## src/rtl/instr_register_pkg.sv

```systemverilog
// Shared types for the instruction register and its execute stage.
package instr_register_pkg;

  localparam int unsigned OPC_W  = 4;
  localparam int unsigned ADDR_W = 5;
  localparam int unsigned OPND_W = 32;
  localparam int unsigned RES_W  = 2 * OPND_W;

  typedef logic signed [OPND_W-1:0] operand_t;
  typedef logic signed [RES_W-1:0]  result_t;
  typedef logic        [ADDR_W-1:0] address_t;

  // Encodings 8..15 are reserved and reported as illegal.
  typedef enum logic [OPC_W-1:0] {
    OPC_ZERO  = 4'd0,
    OPC_PASSA = 4'd1,
    OPC_PASSB = 4'd2,
    OPC_ADD   = 4'd3,
    OPC_SUB   = 4'd4,
    OPC_MULT  = 4'd5,
    OPC_DIV   = 4'd6,
    OPC_MOD   = 4'd7
  } opcode_t;

  typedef enum logic [1:0] {IDLE, DIV_RUN, DONE} exec_state_t;

  localparam int DIV_ITERS = 32;

  function automatic logic is_div_op(opcode_t opc);
    return (opc == OPC_DIV) || (opc == OPC_MOD);
  endfunction

  function automatic logic is_legal_op(opcode_t opc);
    return !opc[OPC_W-1];
  endfunction

endpackage

```

## src/rtl/instr_exec_unit_if.sv

```systemverilog
// Instruction-in / result-out handshake bundle of the execute stage.
interface instr_exec_unit_if;
  import instr_register_pkg::*;

  logic     in_valid;
  logic     in_ready;
  opcode_t  in_opc;
  operand_t in_op_a;
  operand_t in_op_b;
  address_t in_addr;
  logic     out_valid;
  logic     out_ready;
  result_t  out_result;
  address_t out_addr;
  logic     out_div0;
  logic     out_illegal;

  modport master (
    output in_valid, in_opc, in_op_a, in_op_b, in_addr, out_ready,
    input  in_ready, out_valid, out_result, out_addr, out_div0, out_illegal
  );

  modport slave (
    input  in_valid, in_opc, in_op_a, in_op_b, in_addr, out_ready,
    output in_ready, out_valid, out_result, out_addr, out_div0, out_illegal
  );
endinterface

```

## src/rtl/iter_divider.sv

```systemverilog
// Restoring unsigned divider, one quotient bit per cycle; done pulses for one
// cycle once quotient/remainder are final.
module iter_divider
  import instr_register_pkg::*;
#(
  parameter int unsigned W = 32
) (
  input  logic         clk,
  input  logic         reset_n,
  input  logic         start,
  input  logic [W-1:0] dividend,
  input  logic [W-1:0] divisor,
  output logic         done,
  output logic [W-1:0] quotient,
  output logic [W-1:0] remainder
);

  localparam int unsigned CNT_W = $clog2(W);

  logic [CNT_W-1:0] cnt_q, cnt_d;
  logic             busy_q, busy_d;
  logic             done_q, done_d;
  logic [W-1:0]     quo_q, quo_d;
  logic [W-1:0]     rem_q, rem_d;
  logic [W-1:0]     dvs_q, dvs_d;
  logic [W:0]       shifted;
  logic [W:0]       diff;

  always_comb begin
    cnt_d   = cnt_q;
    busy_d  = busy_q;
    done_d  = 1'b0;
    quo_d   = quo_q;
    rem_d   = rem_q;
    dvs_d   = dvs_q;
    shifted = {rem_q, quo_q[W-1]};
    // diff[W] is the borrow: set when the trial subtraction must be undone
    diff    = shifted - {1'b0, dvs_q};
    if (start) begin
      busy_d = 1'b1;
      cnt_d  = '0;
      quo_d  = dividend;
      rem_d  = '0;
      dvs_d  = divisor;
    end else if (busy_q) begin
      if (!diff[W]) begin
        rem_d = diff[W-1:0];
        quo_d = {quo_q[W-2:0], 1'b1};
      end else begin
        rem_d = shifted[W-1:0];
        quo_d = {quo_q[W-2:0], 1'b0};
      end
      cnt_d = cnt_q + CNT_W'(1);
      if (cnt_q == CNT_W'(DIV_ITERS - 1)) begin
        busy_d = 1'b0;
        done_d = 1'b1;
      end
    end
  end

  always_ff @(posedge clk or negedge reset_n) begin
    if (!reset_n) begin
      cnt_q  <= '0;
      busy_q <= 1'b0;
      done_q <= 1'b0;
      quo_q  <= '0;
      rem_q  <= '0;
      dvs_q  <= '0;
    end else begin
      cnt_q  <= cnt_d;
      busy_q <= busy_d;
      done_q <= done_d;
      quo_q  <= quo_d;
      rem_q  <= rem_d;
      dvs_q  <= dvs_d;
    end
  end

  assign done      = done_q;
  assign quotient  = quo_q;
  assign remainder = rem_q;

endmodule

```

## src/rtl/instr_exec_unit.sv

```systemverilog
// Execute stage: one instruction per handshake, single-cycle ALU ops plus an
// iterative signed DIV/MOD; result and address tag are held until consumed.
module instr_exec_unit
  import instr_register_pkg::*;
#(
  parameter int unsigned OPERAND_W = 32,
  parameter int unsigned RESULT_W  = 2 * OPERAND_W
) (
  input  logic               clk,
  input  logic               reset_n,
  instr_exec_unit_if.slave   bus
);

  exec_state_t state_q, state_d;
  logic        in_ready_q, in_ready_d;
  logic        out_valid_q, out_valid_d;
  result_t     result_q, result_d;
  address_t    addr_q, addr_d;
  logic        div0_q, div0_d;
  logic        illegal_q, illegal_d;
  logic        neg_quo_q, neg_quo_d;
  logic        neg_rem_q, neg_rem_d;
  logic        mod_q, mod_d;

  logic                 accept;
  logic                 div_start;
  logic                 div_done;
  logic [OPERAND_W-1:0] mag_a, mag_b;
  logic [OPERAND_W-1:0] div_quo, div_rem;
  logic [RESULT_W-1:0]  mag_res;
  result_t              a_ext, b_ext, alu_res;

  assign accept = bus.in_valid && in_ready_q;
  assign a_ext  = RESULT_W'(bus.in_op_a);
  assign b_ext  = RESULT_W'(bus.in_op_b);
  assign mag_a  = bus.in_op_a[OPERAND_W-1] ? OPERAND_W'(-bus.in_op_a) : OPERAND_W'(bus.in_op_a);
  assign mag_b  = bus.in_op_b[OPERAND_W-1] ? OPERAND_W'(-bus.in_op_b) : OPERAND_W'(bus.in_op_b);

  // Single-cycle datapath; operands widened first so ADD/SUB/MULT never overflow
  always_comb begin
    alu_res = '0;
    case (bus.in_opc)
      OPC_PASSA: alu_res = a_ext;
      OPC_PASSB: alu_res = b_ext;
      OPC_ADD:   alu_res = a_ext + b_ext;
      OPC_SUB:   alu_res = a_ext - b_ext;
      OPC_MULT:  alu_res = a_ext * b_ext;
      default:   alu_res = '0;
    endcase
  end

  iter_divider #(.W(OPERAND_W)) u_div (
    .clk       (clk),
    .reset_n   (reset_n),
    .start     (div_start),
    .dividend  (mag_a),
    .divisor   (mag_b),
    .done      (div_done),
    .quotient  (div_quo),
    .remainder (div_rem)
  );

  assign mag_res = mod_q ? RESULT_W'(div_rem) : RESULT_W'(div_quo);

  always_comb begin
    state_d   = state_q;
    result_d  = result_q;
    addr_d    = addr_q;
    div0_d    = div0_q;
    illegal_d = illegal_q;
    neg_quo_d = neg_quo_q;
    neg_rem_d = neg_rem_q;
    mod_d     = mod_q;
    div_start = 1'b0;
    case (state_q)
      IDLE: begin
        if (accept) begin
          state_d   = DONE;
          addr_d    = bus.in_addr;
          result_d  = '0;
          div0_d    = 1'b0;
          illegal_d = 1'b0;
          if (!is_legal_op(bus.in_opc)) begin
            illegal_d = 1'b1;
          end else if (is_div_op(bus.in_opc)) begin
            if (bus.in_op_b == '0) begin
              div0_d = 1'b1;
            end else begin
              div_start = 1'b1;
              state_d   = DIV_RUN;
              neg_quo_d = bus.in_op_a[OPERAND_W-1] ^ bus.in_op_b[OPERAND_W-1];
              neg_rem_d = bus.in_op_a[OPERAND_W-1];
              mod_d     = (bus.in_opc == OPC_MOD);
            end
          end else begin
            result_d = alu_res;
          end
        end
      end
      DIV_RUN: begin
        // Quotient sign is the XOR of operand signs; remainder follows the dividend
        if (div_done) begin
          result_d = ((mod_q ? neg_rem_q : neg_quo_q)) ? RESULT_W'(-mag_res) : RESULT_W'(mag_res);
          state_d  = DONE;
        end
      end
      DONE: begin
        if (bus.out_ready) state_d = IDLE;
      end
      default: state_d = IDLE;
    endcase
    in_ready_d  = (state_d == IDLE);
    out_valid_d = (state_d == DONE);
  end

  always_ff @(posedge clk or negedge reset_n) begin
    if (!reset_n) begin
      state_q     <= IDLE;
      in_ready_q  <= 1'b1;
      out_valid_q <= 1'b0;
      result_q    <= '0;
      addr_q      <= '0;
      div0_q      <= 1'b0;
      illegal_q   <= 1'b0;
      neg_quo_q   <= 1'b0;
      neg_rem_q   <= 1'b0;
      mod_q       <= 1'b0;
    end else begin
      state_q     <= state_d;
      in_ready_q  <= in_ready_d;
      out_valid_q <= out_valid_d;
      result_q    <= result_d;
      addr_q      <= addr_d;
      div0_q      <= div0_d;
      illegal_q   <= illegal_d;
      neg_quo_q   <= neg_quo_d;
      neg_rem_q   <= neg_rem_d;
      mod_q       <= mod_d;
    end
  end

  assign bus.in_ready    = in_ready_q;
  assign bus.out_valid   = out_valid_q;
  assign bus.out_result  = result_q;
  assign bus.out_addr    = addr_q;
  assign bus.out_div0    = div0_q;
  assign bus.out_illegal = illegal_q;

endmodule
```

## src/flat_wrapper.sv

```systemverilog
// flat-port wrapper written by rule: the top's interface ports become plain ports
module instr_exec_unit_flat import instr_register_pkg::*;
#(
  parameter int unsigned OPERAND_W = 32,
  parameter int unsigned RESULT_W  = 2 * OPERAND_W
)
  (clk, reset_n, bus_in_valid, bus_in_opc, bus_in_op_a, bus_in_op_b, bus_in_addr, bus_out_ready, bus_in_ready, bus_out_valid, bus_out_result, bus_out_addr, bus_out_div0, bus_out_illegal);
  instr_exec_unit_if bus_i ();
  input  logic clk;
  input  logic reset_n;
  input wire logic [$bits(bus_i.in_valid)-1:0] bus_in_valid;
  input wire logic [$bits(bus_i.in_opc)-1:0] bus_in_opc;
  input wire logic [$bits(bus_i.in_op_a)-1:0] bus_in_op_a;
  input wire logic [$bits(bus_i.in_op_b)-1:0] bus_in_op_b;
  input wire logic [$bits(bus_i.in_addr)-1:0] bus_in_addr;
  input wire logic [$bits(bus_i.out_ready)-1:0] bus_out_ready;
  output wire logic [$bits(bus_i.in_ready)-1:0] bus_in_ready;
  output wire logic [$bits(bus_i.out_valid)-1:0] bus_out_valid;
  output wire logic [$bits(bus_i.out_result)-1:0] bus_out_result;
  output wire logic [$bits(bus_i.out_addr)-1:0] bus_out_addr;
  output wire logic [$bits(bus_i.out_div0)-1:0] bus_out_div0;
  output wire logic [$bits(bus_i.out_illegal)-1:0] bus_out_illegal;
  assign bus_i.in_valid = bus_in_valid;
  assign bus_i.in_opc = bus_in_opc;
  assign bus_i.in_op_a = bus_in_op_a;
  assign bus_i.in_op_b = bus_in_op_b;
  assign bus_i.in_addr = bus_in_addr;
  assign bus_i.out_ready = bus_out_ready;
  assign bus_in_ready = bus_i.in_ready;
  assign bus_out_valid = bus_i.out_valid;
  assign bus_out_result = bus_i.out_result;
  assign bus_out_addr = bus_i.out_addr;
  assign bus_out_div0 = bus_i.out_div0;
  assign bus_out_illegal = bus_i.out_illegal;
  instr_exec_unit #(.OPERAND_W(OPERAND_W), .RESULT_W(RESULT_W)) u_core (.clk(clk), .reset_n(reset_n), .bus(bus_i));
endmodule
```

## config.mk

```make
export PLATFORM = sky130hd
export DESIGN_NAME = instr_exec_unit_flat
export DESIGN_NICKNAME = d
export VERILOG_FILES = /design/src/rtl/instr_register_pkg.sv /design/src/rtl/instr_exec_unit_if.sv /design/src/rtl/iter_divider.sv /design/src/rtl/instr_exec_unit.sv /design/src/flat_wrapper.sv
export SDC_FILE = /design/constraint.sdc
export NUM_CORES = 2
export LEC_CHECK = 0
export BUFFER_PORTS_ARGS = -buffer_cell sky130_fd_sc_hd__buf_2
export CORE_ASPECT_RATIO = 0.8
export CORE_MARGIN = 2
export CORE_UTILIZATION = 39
export CTS_CLUSTER_SIZE = 8
export DETAILED_ROUTE_END_ITERATION = 10
export PLACE_DENSITY_LB_ADDON = 0.05
export SLEW_MARGIN = 20
export SYNTH_ARGS = -nofsm -noshare
export SYNTH_HDL_FRONTEND = slang
export SYNTH_HIERARCHICAL = 1
export SYNTH_SLANG_ARGS = --single-unit
```

## constraint.sdc

```tcl
create_clock -name clk -period 4.75 [get_ports clk]
set_input_delay 0.7125 -clock clk [delete_from_list [all_inputs] [get_ports clk]]
set_output_delay 0.7125 -clock clk [all_outputs]
set_load 0.01 [all_outputs]
```

; Yosys cells after proc, flatten, opt, wreduce, memory -nomap -nowiden
; Cells that the tools add are included.
[word_totals]
reg_bits = 181
latchBits = 0
mem_bits_rw = 0
romBits = 0
inputBits = 77
output_inout_bits = 73
word_cells = 91
n_memories = 0
[classes]
add_sub_neg = 7
n_mul = 1
n_div = 0
order_cmp = 0
n_eq_ne = 13
n_shift = 0
muxes = 41
bitwise = 3
reduce_logical = 10
[op_table]
columns = operator, n
row1 = $mux W64, 5
row2 = $pmux W64 S5, 1
row3 = $mux W32, 8
row4 = $pmux W64 S2, 1
row5 = $mul A32 B32 Y64, 1
row6 = $neg A32 Y32, 2
row7 = $neg A64 Y64, 1
row8 = $add A32 B32 Y33, 1
row9 = $sub A32 B32 Y33, 1
row10 = $sub A33 B32 Y33, 1
row11 = $logic_not A32 Y1, 1
row12 = $mux W1, 17
row13 = $eq A4 B3 Y1 const B, 4
row14 = $mux W2, 6
row15 = $mux W5, 2
row16 = $eq A4 B2 Y1 const B, 2
row17 = $pmux W2 S3, 1
row18 = $add A5 B1 Y5 const B, 1
row19 = $eq A5 B5 Y1 const B, 1
row20 = $reduce_and A5 Y1, 1
row21 = $eq A2 B2 Y1 const B, 2
row22 = $eq A4 B1 Y1 const B, 1
row23 = $logic_not A2 Y1, 2
row24 = $reduce_bool A2 Y1, 2
row25 = other kinds (9), 10

; Logic depth before layout (Yosys ltp)
[logic_depth]
word_depth = 7
ltp_mapped = 30
ltp_nobuf = 27

; Hierarchy
; The synthesis kept the hierarchy.
[by_module_without_submodules]
columns = module, instances, cells_each, area_each_um2, seq_area_each_um2
row1 = instr_exec_unit, 1, 5300, 46409.5, 1953.1
row2 = iter_divider, 1, 751, 6459.9, 2577.5

; Least setup slack after synthesis
; Ideal clock, no wire load.
[synth_path]
path_kind = input-to-reg
start = input port bus_in_op_a[31]
end = register u_core.result_q[63] (netlist: u_core/bus.out_result[63])
setup_time_ps = 82
arrival_time_ps = 8204
t_required_ps = 4668
slack_ps = -3536
path_stages = 26
path_buffers = 3
path_cell_list = clkbuf_1 > clkbuf_1 > nand2_1 > inv_1 > fa_1 > fa_1 > fa_1 > fa_1 > inv_1 > fa_1 > inv_1 > fa_1 > fa_1 > fa_1 > ha_1 > clkbuf_1 > a21o_1 > a21oi_1 > o21bai_1 > a21o_1 > a21o_1 > a31oi_1 > a21oi_1 > nor2_1 > or4_1 > a31oi_1
[synth_between]
elab_chain_len = 6
word_cells_on_any_way = 8
classes_between = 2 x add/sub / 1 x mul / 5 x mux
[synth_lines]
columns = item, line
row1 = from (decl), flat_wrapper.sv:13  ; input wire logic [$bits(bus_i.in_op_a)-1:0] bus_in_op_a;
row2 = "$mul A32 B32 Y64, or another cell as far along", instr_exec_unit.sv:47  ; OPC_MULT: alu_res = a_ext * b_ext;
row3 = $pmux W64 S5 *, instr_exec_unit.sv:42  ; case (bus.in_opc)
row4 = $mux W64 *, instr_exec_unit.sv:85  ; end else if (is_div_op(bus.in_opc)) begin
row5 = $mux W64 *, instr_exec_unit.sv:83  ; if (!is_legal_op(bus.in_opc)) begin
row6 = $mux W64 *, instr_exec_unit.sv:77  ; if (accept) begin
row7 = $pmux W64 S2 *, instr_exec_unit.sv:75  ; case (state_q)
row8 = to (signal assigned), instr_exec_unit.sv:132  ; result_q <= result_d;
row9 = to (decl), instr_exec_unit.sv:17  ; result_t result_q, result_d;
; Mark *: on every way between the ends. The rest lies on a longest branch, timed or not. The select of a mux whose other input is x is not followed.
; A chain may end at the register's enable or synchronous reset.

; Final worst setup path
[layout_path]
start = input port bus_in_op_b[7]
end = register u_core.result_q[63] (netlist: u_core/bus.out_result[63])
[layout_between]
elab_chain_len = 6
word_cells_on_any_way = 8
classes_between = 2 x add/sub / 1 x mul / 5 x mux
[layout_lines]
columns = item, line
row1 = from (decl), flat_wrapper.sv:14  ; input wire logic [$bits(bus_i.in_op_b)-1:0] bus_in_op_b;
row2 = "$mul A32 B32 Y64, or another cell as far along", instr_exec_unit.sv:47
row3 = $pmux W64 S5 *, instr_exec_unit.sv:42
row4 = $mux W64 *, instr_exec_unit.sv:85
row5 = $mux W64 *, instr_exec_unit.sv:83
row6 = $mux W64 *, instr_exec_unit.sv:77
row7 = $pmux W64 S2 *, instr_exec_unit.sv:75
; Marked as above.

==> results_dict.tcl <==
set metrics [dict create \
    die_area_um2 139000 \
    yosysSeqAreaShare 0.0857 \
    slew_headroom 0.297 \
    vias_per_cell 5.34 \
    endpoint_kind "flip-flop" \
    dr.pass1.iters 8 \
    routed-via-count 46055 \
    fin_crit_sh 1.61 \
    clock_sinks 181 \
    grt_max_degree 83 \
    postRouteWirelength_um 215000 \
    violations "negative setup slack" \
    final.setup.worst_slack_ns -2.88 \
    holdWs_ns 0.258 \
    finalHoldViolCount 0 \
    die_w_um 416 \
    drt_first_iter_violations 3730 \
    period_minus_slack_ns 7.63 \
    reg2reg_slack_ns 0.39 \
    gr-total-overflow 0 \
    syn_inst 6051 \
    dp_cells 8453 \
    nNetsFinal 8295 \
    final_layout_size_suffix_gt1_frac 0.260 \
    crit_required_ns 5.17 \
    dp_hpwl_um 176000 \
    cp.arrival_ns 8.05 \
    ys.flop_type "dfrtp_1" \
    syn-num-nets 7500 \
    tightest_slew_ns 1.05 \
    area_delta_synth_final_pct 28.7 \
    detail_route.wl_per_cell_um 25.0 \
    cpPeakStageDelay_ns 0.56 \
    clock_latency_ns 0.52 \
    r2r_start "u_core/u_div/quotient[31]" \
    fillers 12864 \
    crit_top_cell "fa_1" \
    yosys.area.top_type "fa_1" \
    clkTransAtPathRegs_ns 0.06 \
    setup_violations 57 \
    critPathKind "in -> reg" \
    synthTopCellsByCount "1085 x fa_1, 1063 x inv_1, 774 x nand2_1" \
    synthArstFlopShare 1.00 \
    slowest_stage "fa_2" \
    reg2reg_to "u_core/u_div/remainder[27]" \
    outcome "complete, but fails checks" \
    drv_cap 0 \
    remaining_drc_errors 0 \
    clockRootBuffer "clkbuf_16" \
    synthDistinctLibCells 103 \
    grt_first_pass_wirelength_um 324000 \
    yosys_warnings 6 \
    synth_area_per_cell_um2 8.74 \
    cts_tree "yes" \
    syn-cell-area_um2 52900 \
    core-area_um2 134000 \
    antenna_found_initial 14 \
    grt_usage 0.314 \
    htree_levels 4 \
    finalClockSkew_ns 0.0239 \
    path_max_fanout 8 \
    die_h_um 333 \
    rsz0062_at_grt "true" \
    drtAntennaViolNets 0 \
    start_kind "input port" \
    boundaryPins 150 \
    synth_most_common_cell "fa_1" \
    drv_slew 0 \
    synth-edff-count 0 \
    ys_ff_latch 181 \
    yosys.area.top_type_share 0.411 \
    synth.area.top_cells "fa_1 41%, dfrtp_1 8.5%, inv_1 7.5%" \
    portBuffers 149 \
    rows 120 \
    grt_pass1_vias 47958 \
    cts-buffers-inserted 25 \
    max_freq_mhz 131 \
    start_util 0.394 \
    post-route-util 0.507 \
    worstRegToRegCells 13 \
    cts.path.max_buffers 3 \
    gp_congestion 0.961 \
    hold_path.class "in -> async" \
    fin_cells 8628 \
]
cells by family (layout without fill, tap and decap cells):
| group | after synthesis | in the layout | share of synthesized area |
|---|---|---|---|
| adder cells (fa/ha/maj) | 1372 | 1372 | 0.479 |
| buffers and inverters | 1467 | 2268 | 0.105 |
| other | 0 | 7 | 0 |
| AO/OA/AOI/OAI | 918 | 918 | 0.116 |
| XOR/XNOR | 184 | 184 | 0.0305 |
| multiplexers | 80 | 80 | 0.0154 |
| flip-flops | 181 | 181 | 0.0857 |
| AND/OR/NAND/NOR | 1849 | 1849 | 0.168 |
area by class of cell:
class                   instances  area (um2)  share of cell area
well taps                    1769        2210              0.0325
diodes                          7        17.5            0.000257
multi-input cells            4403       45700               0.672
clock buffers                  29         671             0.00986
clock inverters                 4        95.1             0.00140
inverters                    1068        4060              0.0597
repair buffers               1167       10700               0.157
flip-flops and latches        181        4540              0.0667
worst max-delay path, delay by kind of cell:
kind	cells	cell delay, ns
AO/OA/AOI/OAI	6	1.07
AND/OR/NAND/NOR	5	0.94
buffers and inverters	9	0.88
adder cells (fa/ha/maj)	9	4.39
routing by layer:
layer / vias to the layer above / global-route usage / routed length (um)
met1: 23818 / 0.461 / 97900
met2: 1437 / 0.494 / 97200
met3: 228 / 0.0443 / 14100
li1: 20570 / - / -
met5: - / 0 / 8
met4: 2 / 0.0668 / 6200
registers in the layout (all words and copies together) (netlist names), 2 cells and up:
register / count
u_core/bus.out_result: 64
u_core/u_div/dvs_q: 32
u_core/u_div/quotient: 32
u_core/u_div/remainder: 32
u_core/bus.out_addr: 5
u_core/u_div/cnt_q: 5
u_core/state_q: 2
placed cells by master, fill, tap and decap left out, drive strengths merged, types with 180 or more instances in the layout:
| master | synthesis | routed |
|---|---|---|
| a21oi | 203 | 203 |
| fa | 1085 | 1085 |
| ha | 287 | 287 |
| dfrtp | 180 | 180 |
| o21ai | 242 | 242 |
| inv | 1066 | 1061 |
| nand2 | 774 | 774 |
| and2 | 458 | 458 |
| nor2 | 311 | 311 |
| buf | 52 | 1157 |
per-stage QoR:
step / TNS [ns] / cell area, um2 / setup WS (ns)
floorplan: -121.77 / 54000 / -3.12
global placement: -188.81 / 62300 / -3.90
detailed placement: -189.26 / 62300 / -3.87
CTS: -132.47 / 66600 / -2.80
global route: -143.66 / 68000 / -3.04
finish: -135.61 / 68000 / -2.88
how the worst max path moves through the flow:
stage | start | end | cells after the start
final | bus_in_op_b[7] | u_core/bus.out_result[63] | 29
after CTS | bus_in_op_a[15] | u_core/bus.out_result[38] | 27
after global routing | bus_in_op_a[31] | u_core/bus.out_result[60] | 30
after detailed placement | bus_in_op_a[31] | u_core/bus.out_result[60] | 32
after global placement | bus_in_op_a[31] | u_core/bus.out_result[60] | 32
after floorplan | bus_in_op_b[4] | u_core/bus.out_result[59] | 26
what timing repair did:
| item | 4_1_cts | 5_1_grt |
|---|---|---|
| buffers inserted | 84 | 61 |
| pin swaps | 241 | 253 |
| hold buffers | 0 | 0 |
| setup endpoints to repair | 58 | 58 |
| cloned | 11 | 2 |
| resized for setup | 583 | 268 |
Power is not shown: default switching activity piles up to over one toggle a cycle in this logic, so the estimate is an artifact.
